## config.mk

```make
export PLATFORM = sky130hd
export DESIGN_NAME = mc_control
export DESIGN_NICKNAME = d
export VERILOG_FILES = /design/src/rtl/riscy_pkg.sv /design/src/rtl/mc_alu_dec.sv /design/src/rtl/mc_control.sv
export SDC_FILE = /design/constraint.sdc
export NUM_CORES = 1
export LEC_CHECK = 0
export CAP_MARGIN = 20
export CORE_AREA = 8 8 51 53
export DETAILED_ROUTE_END_ITERATION = 10
export DIE_AREA = 0 0 59 61
export PLACE_DENSITY = 0.76
export SYNTH_ARGS = -nofsm -noshare
export SYNTH_HDL_FRONTEND = slang
export SYNTH_HIERARCHICAL = 1
export SYNTH_SLANG_ARGS = --single-unit
export TNS_END_PERCENT = 20
```

## constraint.sdc

```tcl
create_clock -name clk -period 3.28 [get_ports clk]
set_input_delay 0.656 -clock clk [delete_from_list [all_inputs] [get_ports clk]]
set_output_delay 0.656 -clock clk [all_outputs]
set_load 0.02 [all_outputs]
```

## src/rtl/riscy_pkg.sv

```systemverilog
// Shared encodings for the riscy32 multi-cycle control path:
// FSM states, opcodes, ALUOp/ALUControl codes, flag indices.
package riscy_pkg;

  typedef enum logic [3:0] {
    ST_FETCH    = 4'd0,
    ST_DECODE   = 4'd1,
    ST_MEMADR   = 4'd2,
    ST_MEMREAD  = 4'd3,
    ST_MEMWB    = 4'd4,
    ST_MEMWRITE = 4'd5,
    ST_EXECR    = 4'd6,
    ST_EXECI    = 4'd7,
    ST_ALUWB    = 4'd8,
    ST_BRANCH   = 4'd9,
    ST_JAL      = 4'd10,
    ST_LUI      = 4'd11
  } state_e;

  localparam logic [6:0] OP_LOAD   = 7'b0000011;
  localparam logic [6:0] OP_STORE  = 7'b0100011;
  localparam logic [6:0] OP_RTYPE  = 7'b0110011;
  localparam logic [6:0] OP_ITYPE  = 7'b0010011;
  localparam logic [6:0] OP_BRANCH = 7'b1100011;
  localparam logic [6:0] OP_JAL    = 7'b1101111;
  localparam logic [6:0] OP_LUI    = 7'b0110111;

  localparam logic [1:0] ALUOP_ADD   = 2'b00;
  localparam logic [1:0] ALUOP_SUB   = 2'b01;
  localparam logic [1:0] ALUOP_FUNCT = 2'b10;

  localparam logic [3:0] ALU_ADD  = 4'h0;
  localparam logic [3:0] ALU_SLL  = 4'h1;
  localparam logic [3:0] ALU_SLT  = 4'h2;
  localparam logic [3:0] ALU_SLTU = 4'h3;
  localparam logic [3:0] ALU_XOR  = 4'h4;
  localparam logic [3:0] ALU_SRL  = 4'h5;
  localparam logic [3:0] ALU_OR   = 4'h6;
  localparam logic [3:0] ALU_AND  = 4'h7;
  localparam logic [3:0] ALU_SUB  = 4'h8;
  localparam logic [3:0] ALU_SRA  = 4'hD;

  localparam int FLAG_N = 3;
  localparam int FLAG_Z = 2;
  localparam int FLAG_C = 1;
  localparam int FLAG_V = 0;

  // Immediate format depends only on the opcode, so it is valid in every state.
  function automatic logic [1:0] imm_src(input logic [6:0] op);
    logic [1:0] imm;
    case (op)
      OP_STORE:          imm = 2'b01;
      OP_LUI:            imm = 2'b10;
      OP_JAL, OP_BRANCH: imm = 2'b11;
      default:           imm = 2'b00;
    endcase
    return imm;
  endfunction

endpackage

```

## src/rtl/mc_alu_dec.sv

```systemverilog
// ALU decoder: maps ALUOp plus funct3/funct7 to the ALUControl encoding.
module mc_alu_dec
  import riscy_pkg::*;
(
  input  logic [1:0] alu_op_i,
  input  logic [2:0] funct3_i,
  input  logic       funct7_i,
  input  logic       op5_i,
  output logic [3:0] alu_control_o
);

  always_comb begin
    alu_control_o = ALU_ADD;
    case (alu_op_i)
      ALUOP_ADD: alu_control_o = ALU_ADD;
      ALUOP_SUB: alu_control_o = ALU_SUB;
      ALUOP_FUNCT: begin
        case (funct3_i)
          // addi has no funct7 field, so only R-type may select SUB
          3'b000:  alu_control_o = (op5_i && funct7_i) ? ALU_SUB : ALU_ADD;
          3'b001:  alu_control_o = ALU_SLL;
          3'b010:  alu_control_o = ALU_SLT;
          3'b011:  alu_control_o = ALU_SLTU;
          3'b100:  alu_control_o = ALU_XOR;
          3'b101:  alu_control_o = funct7_i ? ALU_SRA : ALU_SRL;
          3'b110:  alu_control_o = ALU_OR;
          default: alu_control_o = ALU_AND;
        endcase
      end
      default: alu_control_o = ALU_ADD;
    endcase
  end

endmodule

```

## src/rtl/mc_control.sv

```systemverilog
// Multi-cycle control FSM for riscy32: sequences fetch/decode/execute/mem/writeback.
// Optional feature macro MC_CONTROL_LUI_EN enables the LUI state; otherwise lui is illegal.
module mc_control
  import riscy_pkg::*;
(
  input  logic       clk,
  input  logic       reset,
  input  logic [6:0] op,
  input  logic [2:0] funct3,
  input  logic       funct7,
  input  logic [3:0] flags,
  input  logic       mem_ready,
  output logic       PCWrite,
  output logic       AdrSrc,
  output logic       MemWrite,
  output logic       IRWrite,
  output logic       RegWrite,
  output logic [1:0] ResultSrc,
  output logic [1:0] ALUSrcA,
  output logic [1:0] ALUSrcB,
  output logic [1:0] ImmSrc,
  output logic [3:0] ALUControl,
  output logic       illegal
);

  localparam logic [3:0] S_FETCH    = ST_FETCH;
  localparam logic [3:0] S_DECODE   = ST_DECODE;
  localparam logic [3:0] S_MEMADR   = ST_MEMADR;
  localparam logic [3:0] S_MEMREAD  = ST_MEMREAD;
  localparam logic [3:0] S_MEMWB    = ST_MEMWB;
  localparam logic [3:0] S_MEMWRITE = ST_MEMWRITE;
  localparam logic [3:0] S_EXECR    = ST_EXECR;
  localparam logic [3:0] S_EXECI    = ST_EXECI;
  localparam logic [3:0] S_ALUWB    = ST_ALUWB;
  localparam logic [3:0] S_BRANCH   = ST_BRANCH;
  localparam logic [3:0] S_JAL      = ST_JAL;
`ifdef MC_CONTROL_LUI_EN
  localparam logic [3:0] S_LUI      = ST_LUI;
`endif

  logic [3:0] state_q, state_d;
  logic       pcw_c, adr_c, mw_c, irw_c, rw_c, ill_c;
  logic [1:0] rsrc_c, srca_c, srcb_c, alu_op_c;

  function automatic logic branch_taken(input logic [2:0] f3, input logic [3:0] fl);
    logic t;
    case (f3)
      3'd0:    t = fl[FLAG_Z];
      3'd1:    t = !fl[FLAG_Z];
      3'd4:    t = fl[FLAG_N] ^ fl[FLAG_V];
      3'd5:    t = !(fl[FLAG_N] ^ fl[FLAG_V]);
      3'd6:    t = !fl[FLAG_C];
      3'd7:    t = fl[FLAG_C];
      default: t = 1'b0;
    endcase
    return t;
  endfunction

  always_ff @(posedge clk or posedge reset) begin
    if (reset) state_q <= S_FETCH;
    else       state_q <= state_d;
  end

  always_comb begin
    state_d  = state_q;
    pcw_c    = 1'b0;
    adr_c    = 1'b0;
    mw_c     = 1'b0;
    irw_c    = 1'b0;
    rw_c     = 1'b0;
    ill_c    = 1'b0;
    rsrc_c   = 2'b00;
    srca_c   = 2'b00;
    srcb_c   = 2'b00;
    alu_op_c = ALUOP_ADD;
    case (state_q)
      S_FETCH: begin
        srcb_c = 2'b10;
        rsrc_c = 2'b10;
        irw_c  = mem_ready;
        pcw_c  = mem_ready;
        if (mem_ready) state_d = S_DECODE;
      end
      S_DECODE: begin
        srca_c = 2'b01;
        srcb_c = 2'b01;
        case (op)
          OP_LOAD, OP_STORE: state_d = S_MEMADR;
          OP_RTYPE:          state_d = S_EXECR;
          OP_ITYPE:          state_d = S_EXECI;
          OP_BRANCH:         state_d = S_BRANCH;
          OP_JAL:            state_d = S_JAL;
`ifdef MC_CONTROL_LUI_EN
          OP_LUI:            state_d = S_LUI;
`endif
          default: begin
            ill_c   = 1'b1;
            state_d = S_FETCH;
          end
        endcase
      end
      S_MEMADR: begin
        srca_c  = 2'b10;
        srcb_c  = 2'b01;
        state_d = (op == OP_LOAD) ? S_MEMREAD : S_MEMWRITE;
      end
      S_MEMREAD: begin
        adr_c = 1'b1;
        if (mem_ready) state_d = S_MEMWB;
      end
      S_MEMWB: begin
        rsrc_c  = 2'b01;
        rw_c    = 1'b1;
        state_d = S_FETCH;
      end
      S_MEMWRITE: begin
        adr_c = 1'b1;
        mw_c  = 1'b1;
        if (mem_ready) state_d = S_FETCH;
      end
      S_EXECR: begin
        srca_c   = 2'b10;
        alu_op_c = ALUOP_FUNCT;
        state_d  = S_ALUWB;
      end
      S_EXECI: begin
        srca_c   = 2'b10;
        srcb_c   = 2'b01;
        alu_op_c = ALUOP_FUNCT;
        state_d  = S_ALUWB;
      end
      S_ALUWB: begin
        rw_c    = 1'b1;
        state_d = S_FETCH;
      end
      S_BRANCH: begin
        srca_c   = 2'b10;
        alu_op_c = ALUOP_SUB;
        pcw_c    = branch_taken(funct3, flags);
        state_d  = S_FETCH;
      end
      S_JAL: begin
        srca_c  = 2'b01;
        srcb_c  = 2'b10;
        pcw_c   = 1'b1;
        state_d = S_ALUWB;
      end
`ifdef MC_CONTROL_LUI_EN
      S_LUI: begin
        srca_c  = 2'b11;
        srcb_c  = 2'b01;
        state_d = S_ALUWB;
      end
`endif
      default: state_d = S_FETCH;
    endcase
  end

  mc_alu_dec u_alu_dec (
    .alu_op_i      (alu_op_c),
    .funct3_i      (funct3),
    .funct7_i      (funct7),
    .op5_i         (op[5]),
    .alu_control_o (ALUControl)
  );

  // Strobes are gated by reset so nothing fires while reset is held.
  assign PCWrite   = pcw_c & ~reset;
  assign IRWrite   = irw_c & ~reset;
  assign MemWrite  = mw_c  & ~reset;
  assign RegWrite  = rw_c  & ~reset;
  assign illegal   = ill_c & ~reset;
  assign AdrSrc    = adr_c;
  assign ResultSrc = rsrc_c;
  assign ALUSrcA   = srca_c;
  assign ALUSrcB   = srcb_c;
  assign ImmSrc    = imm_src(op);

endmodule

```

==> impl_results.md, run 1 <==
* Final WS setup at around 73 ps
* WP data arrival at ~2600 ps
* Slew @ Worst Pin at between 300 and 400 ps
* Pin count of the biggest net entering global routing at 19
* Crit path cell chain: clkdlybuf4s50_1, or2_1, a2111o_1, and4_1, clkdlybuf4s50_1
* Primary FF master, synth: dfrtp_1
* Max-Cap Viols at 0
* Net count after synthesis at roughly 120
* Per-cell routed wire length at 13.69 um
* Gr ovfl total at 0
* Worst skew pair latency at 230 ps
* Synth unique cells at 39
* Final hold viol count at 0
* Mean area per synthesized cell at 6.870 um^2
* Slew Limit Fails at 0
* Sequential area share after synthesis at 14.01%
* Top Registers: state_q: 4 flops
* GRT Util Overall at between 10% and 20%
* Post-CTS setup buffers at 0
* Max Buffers Root-to-Sink at 2
* Initial antenna violation count at 0
* Row cnt at 16
* Req. time, crit path at between 2000 and 3000 ps
* Fill cells at slightly below 200
* Count of final setup violators at 0
* Port-buffer cells at 35
* Core area at around 1800 um^2
* Crit path buf inv count at 2
* Vias in the first global route at 830
* Drt pass-1 iters at 4
* Synth Instances at around 100
* Syn. warnings at 6
* Crit path kind: in2out
* Via/cell ratio at around 5.5
* Setup TNS at 0 ps
* Status: finished, final reports clean
* CP most frequent cell: clkdlybuf4s50_1
* Final core utilization at roughly three fifths
* Die width at about 59 um
* Fin crit period at about 3200 ps
* Final critical-path share of the clock period at between 90% and 100%
* Area delta synth->final at 56.57%
* Via Count at approximately 920
* Clk pin slew, worst setup/hold paths at about 40 ps
* NetSw at 0.07098 mW
* Peak supply drop at approximately 0.20 mV
* Dpl hpwl at 1871 um
* Number of CTS-inserted buffers at 3
* Post-Route WL at approximately 2300 um
* Yosys reg bits at 4
* Root Driver: clkbuf_4
* Sequential power share at around 25%
* Power Density at approximately 190 nW/um^2
* Most frequent cells in the layout: clkdlybuf4s50_1 (35), nor2_1 (12), o21ai_0 (9), nand2_1 (9), nand2b_1 (7)
* Full die area at approximately 3600 um^2
* Layout net count at 163
* CP top delay family: buffers and inverters
* GP Congestion at roughly 0.85
* Starting DRT DRC Count at 26
* Initial Util at about 39%
* Synth Cell Area at between 700 and 800 um^2
* Clk network pwr share at around a quarter
* Count of flip-flops with a built-in enable after synthesis at 0
* Chip height at just over 60 um
* First-pass GRT wire length at between 3000 and 4000 um
* # IOs at 36
* CTS sink cnt at 4
* H-Tree Depth at 1
* Internal power at between 0.1 and 0.15 mW
* Diode count at 0
* RSZ-0062 raised after global routing: no
* Largest reg by FF count: state_q
* Leak Pwr at approximately 0.41 nW
* CP Max Fanout at 4
* Hold Path Class: reg2reg
* Detail Route Antenna Nets at 0
* Share of cells above drive strength 1 at ~8.5%
* Max reg flops at 4
* Post-synthesis async set-or-reset flop share at 100.0%
* Net Sw Frac at around a third
* Slowest stage delay, CP at between 500 and 600 ps
* TritonCTS clock tree: built
* Gate power share at around half
* Maximum clock frequency at around 310 MHz
* Startpoint types: input pin
* Drt drc at 0
* Clock skew at around 1.4 ps
* Worst path slowest cell: clkdlybuf4s50_1
* Post-Place Worst Slack at ~86 ps
* Commonest non-fill, non-tap cell in the layout: clkdlybuf4s50_1
* Setup crit end kind: primary output
* Slew headroom at between 70% and 80%
final cells by class:
| type | instances | area [um^2] | share of cell area (%) |
|---|---|---|---|
| multi-input combinational | 89 | 558.0 | 49.89 |
| timing repair buffer | 39 | 380.4 | 34.00 |
| tap | 27 | 33.78 | 3.020 |
| clock buffer | 3 | 22.52 | 2.013 |
| inverter | 6 | 22.52 | 2.013 |
| sequential | 4 | 101.3 | 9.060 |
logic make-up after synthesis:
| kind of cell | share of synthesized area, % |
|---|---|
| buffers and inverters | 7.880 |
| xor gates and xnor gates | 4.905 |
| adders and majority gates | 3.502 |
| muxes | 1.576 |
| AOI/OAI and AO/OA | 24.87 |
| DFF | 14.01 |
| and+or+nand+nor | 43.26 |
per-layer routing:
metal	up-vias	global-route usage (%)	share of wire, %
met1	432	13.32	41
met5	-	0	0
met4	0	3.413	0
met2	29	24.14	54
li1	455	-	-
met3	0	3.178	5.7
power groups by stage:
stage                     Combinational, mW  Clock [mW]  Sequential [mW]
after floorplan                      0.0512           0           0.0524
after global placement                0.103           0           0.0541
after detailed placement              0.105           0           0.0543
after CTS                             0.106      0.0596           0.0537
after global routing                  0.114      0.0653           0.0539
final                                 0.106      0.0570           0.0537
stage by stage:
| step | instances | hold WS [ps] | power, mW | cell area, um^2 |
|---|---|---|---|---|
| 2_1_floorplan | 104 | 435.6 | 0.1036 | 714.4 |
| 3_3_place_gp | 165 | 632.6 | 0.1576 | 1095 |
| 3_5_place_dp | 165 | 648.4 | 0.1595 | 1095 |
| 4_1_cts | 168 | 654.7 | 0.2189 | 1117 |
| 5_1_grt | 168 | 687.5 | 0.2333 | 1119 |
| 6_report | 168 | 646.2 | 0.2166 | 1119 |
cell usage after synthesis (all sizes together) (2+ instances only):
| cell | count | share of area [%] |
|---|---|---|
| nor2 | 12 | 6.3 |
| nor2b | 2 | 1.8 |
| a32o | 2 | 2.8 |
| nand4 | 2 | 1.8 |
| o21ai | 9 | 6.3 |
| nor3b | 2 | 2.1 |
| o22ai | 3 | 2.6 |
| buf | 5 | 4.7 |
| ha | 2 | 3.5 |
| nor3 | 5 | 3.5 |
| nand2 | 9 | 4.7 |
| and3b | 2 | 2.6 |
| dfrtp | 4 | 14 |
| inv | 6 | 3.2 |
| nand2b | 7 | 6.1 |
| xor2 | 2 | 2.5 |
| nand3 | 2 | 1.4 |
| a21oi | 7 | 5.4 |
| nor4 | 2 | 1.8 |
| nand3b | 2 | 2.1 |
| xnor2 | 2 | 2.5 |
| and4 | 2 | 2.5 |
path summary, 6_finish.rpt:
path	slack, ps	cells after the start	endpoint	from
hold / removal	650	1	state_q[0]$_DFFE_PP0P_	state_q[3]$_DFFE_PP0P_
setup reg to reg	1860	5	state_q[0]$_DFFE_PP0P_	state_q[0]$_DFFE_PP0P_
setup / recovery	70	5	illegal	op[2]
hold reg to reg	650	1	state_q[0]$_DFFE_PP0P_	state_q[3]$_DFFE_PP0P_
min in group asynchronous	790	2	state_q[3]$_DFFE_PP0P_	reset
max in group asynchronous	2300	2	state_q[1]$_DFFE_PP0P_	reset
what timing repair did:
| item | CTS | global route |
|---|---|---|
| setup endpoints to repair | 0 | 1 |
| hold buffers | 0 | 0 |
| resized for setup | 0 | 1 |
(Power assumes the default switching activity.)
==> run 2: changes to the inputs <==
--- a/config.mk
+++ b/config.mk
@@ -6,10 +6,11 @@
 export NUM_CORES = 1
 export LEC_CHECK = 0
 export CAP_MARGIN = 20
-export CORE_AREA = 8 8 51 53
+export CORE_AREA = 2 2 45 47
 export DETAILED_ROUTE_END_ITERATION = 10
-export DIE_AREA = 0 0 59 61
-export PLACE_DENSITY = 0.76
+export DIE_AREA = 0 0 47 49
+export PLACE_DENSITY = 0.88
+export SLEW_MARGIN = 10
 export SYNTH_ARGS = -nofsm -noshare
 export SYNTH_HDL_FRONTEND = slang
 export SYNTH_HIERARCHICAL = 1
==> run 2 against run 1 <==
Count of clock-buffer cells in the layout stayed put; register-to-register slack better by 40 ps; non-clock buffer count is 1 higher; critical endpoint is now ALUControl[3]; largest cell class unchanged; largest power group unchanged.
==> impl_results.md, run 2 (synthesized netlist as in run 1, its figures left out) <==
* Post-Route WL at 2210 um (-3.9%)
* Row cnt at 16 (unchanged)
* GP Congestion at 0.8823 (+3.5%)
* Status: finished, final reports clean
* Max Buffers Root-to-Sink at 2 (unchanged)
* Dpl hpwl at 1678 um (-10%)
* GRT Util Overall at 20.57% (+7.9 points)
* # IOs at 36 (unchanged)
* Power Density at 198.7 nW/um^2 (+2.6%)
* Root Driver: clkbuf_4
* Chip height at 49 um (-20%)
* Diode count at 0 (unchanged)
* Number of CTS-inserted buffers at 3 (unchanged)
* Final WS setup at 103.0 ps (+30.40 ps)
* Setup TNS at 0 ps (unchanged)
* Starting DRT DRC Count at 22 (-15%)
* Fill cells at 177 (-8.8%)
* Req. time, crit path at 2620 ps (about the same)
* Slew Limit Fails at 0 (unchanged)
* First-pass GRT wire length at 3594 um (-1.7%)
* Area delta synth->final at 58.14%
* Via Count at 952 (+3.9%)
* Peak supply drop at 0.1201 mV (-39%)
* Final hold viol count at 0 (unchanged)
* Pin count of the biggest net entering global routing at 19 (unchanged)
* Slowest stage delay, CP at 600 ps (+60 ps)
* Via/cell ratio at 5.633 (+3.3%)
* Hold Path Class: reg2reg
* Per-cell routed wire length at 13.08 um (-4.5%)
* TritonCTS clock tree: built
* Share of cells above drive strength 1 at 8.451% (-0.060 points)
* Crit path cell chain: clkdlybuf4s50_1, or3b_1, a211o_1, a21oi_2, clkdlybuf4s50_1
* Vias in the first global route at 866 (+4.3%)
* RSZ-0062 raised after global routing: no
* Setup crit end kind: primary output
* Drt pass-1 iters at 4 (unchanged)
* CP Max Fanout at 3 (-1)
* Slew @ Worst Pin at 381.2 ps (+23.44 ps)
* Largest reg by FF count: state_q
* Slew headroom at 74.59% (-1.6 points)
* Top Registers: state_q: 4 flops
* Flop2flop setup slack at 1900 ps (+40 ps)
* Startpoint types: input pin
* Detail Route Antenna Nets at 0 (unchanged)
* Clock skew at 3.788 ps (+2.364 ps)
* CTS sink cnt at 4 (unchanged)
* Commonest non-fill, non-tap cell in the layout: clkdlybuf4s50_1
* Core area at 1842 um^2 (unchanged)
* Port-buffer cells at 35 (unchanged)
* Layout net count at 164 (+0.61%)
* Crit path kind: in2out
* Fin crit period at 3177 ps (-30.40 ps)
* Max-Cap Viols at 0 (unchanged)
* WP data arrival at 2520 ps (-30 ps)
* Leak Pwr at 0.4517 nW (+9.9%)
* Max reg flops at 4 (unchanged)
* Post-Place Worst Slack at 33.56 ps (-52.92 ps)
* H-Tree Depth at 1 (unchanged)
* Clk pin slew, worst setup/hold paths at 40 ps (about the same)
* Maximum clock frequency at 314.8 MHz (+0.96%)
* Worst skew pair latency at 240 ps (about the same)
* Drt drc at 0 (unchanged)
* Initial antenna violation count at 0 (unchanged)
* Count of final setup violators at 0 (unchanged)
* Die width at 47 um (-20%)
* Gr ovfl total at 0 (unchanged)
* # hold bufs at CTS at 0 (unchanged)
* CP most frequent cell: clkdlybuf4s50_1
* Full die area at 2303 um^2 (-36%)
* Worst path slowest cell: clkdlybuf4s50_1
* Final critical-path share of the clock period at 96.86% (-0.93 points)
* Initial Util at 38.79% (unchanged)
* Most frequent cells in the layout: clkdlybuf4s50_1 (33), nor2_1 (12), o21ai_0 (9), nand2_1 (9), nand2b_1 (7)
[run 2: cell count changes in the layout (fill, tap and decap cells not counted)]
| cell | delta |
|---|---|
| buf_4 | +1 |
| clkdlybuf4s50_1 | -2 |
| dfrtp_1 | +1 |
| dfrtp_2 | -1 |
| dlymetal6s2s_1 | +2 |
[run 2: timing repair]
action | 4_1_cts | 5_1_grt
hold endpoints to repair | 0 | 0
gates resized for setup | 0 | 2
endpoints found under the setup margin | 0 | 2
setup buffers | 0 | 0
[run 2: layer usage]
layer	wire length [um]	global-route usage (%)	part of all wire, %
met3	163	4.444	7.4
met5	0	0	0
met1	914	24.26	41
met4	60	10.19	2.7
met2	1072	33.56	49
[run 2: critical path: cells and delay by family]
family / cells / cell delay [ps]
and+or+nand+nor: 1 / 350
AOI/OAI and AO/OA: 2 / 410
buffers and inverters: 2 / 1100
[run 2: cell type report]
class | count | area, um^2 | share of cell area, %
flip-flops and latches | 4 | 100.1 | 8.859
clock buffers | 3 | 22.52 | 1.993
inverters | 6 | 22.52 | 1.993
multi-input cells | 89 | 558.0 | 49.39
repair buffers | 40 | 392.9 | 34.77
well taps | 27 | 33.78 | 2.990
[run 2: worst paths after layout]
check / depth (start not counted) / to / start
setup reg to reg: 5 / state_q[0]$_DFFE_PP0P_ / state_q[0]$_DFFE_PP0P_
min in group asynchronous: 2 / state_q[0]$_DFFE_PP0P_ / reset
hold / removal: 1 / state_q[0]$_DFFE_PP0P_ / state_q[3]$_DFFE_PP0P_
hold reg to reg: 1 / state_q[0]$_DFFE_PP0P_ / state_q[3]$_DFFE_PP0P_
max in group asynchronous: 2 / state_q[3]$_DFFE_PP0P_ / reset
setup / recovery: 5 / ALUControl[3] / op[5]
[run 2: where the power goes]
part           internal, mW  switching, mW
Combinational        0.0536         0.0526
Clock                0.0412         0.0239
Sequential           0.0512        0.00200
[run 2: through the flow]
step | instances | area [um^2] | hold WS (ps) | total power, mW | util (%)
floorplan | 104 | 714.4 | 435.6 | 0.1036 | -
global placement | 166 | 1102 | 612.5 | 0.1565 | 59.85
detailed placement | 166 | 1102 | 618.3 | 0.1589 | 59.85
CTS | 169 | 1125 | 619.6 | 0.2222 | 61.07
global route | 169 | 1130 | 659.7 | 0.2367 | 61.35
finish | 169 | 1130 | 623.5 | 0.2245 | 61.35
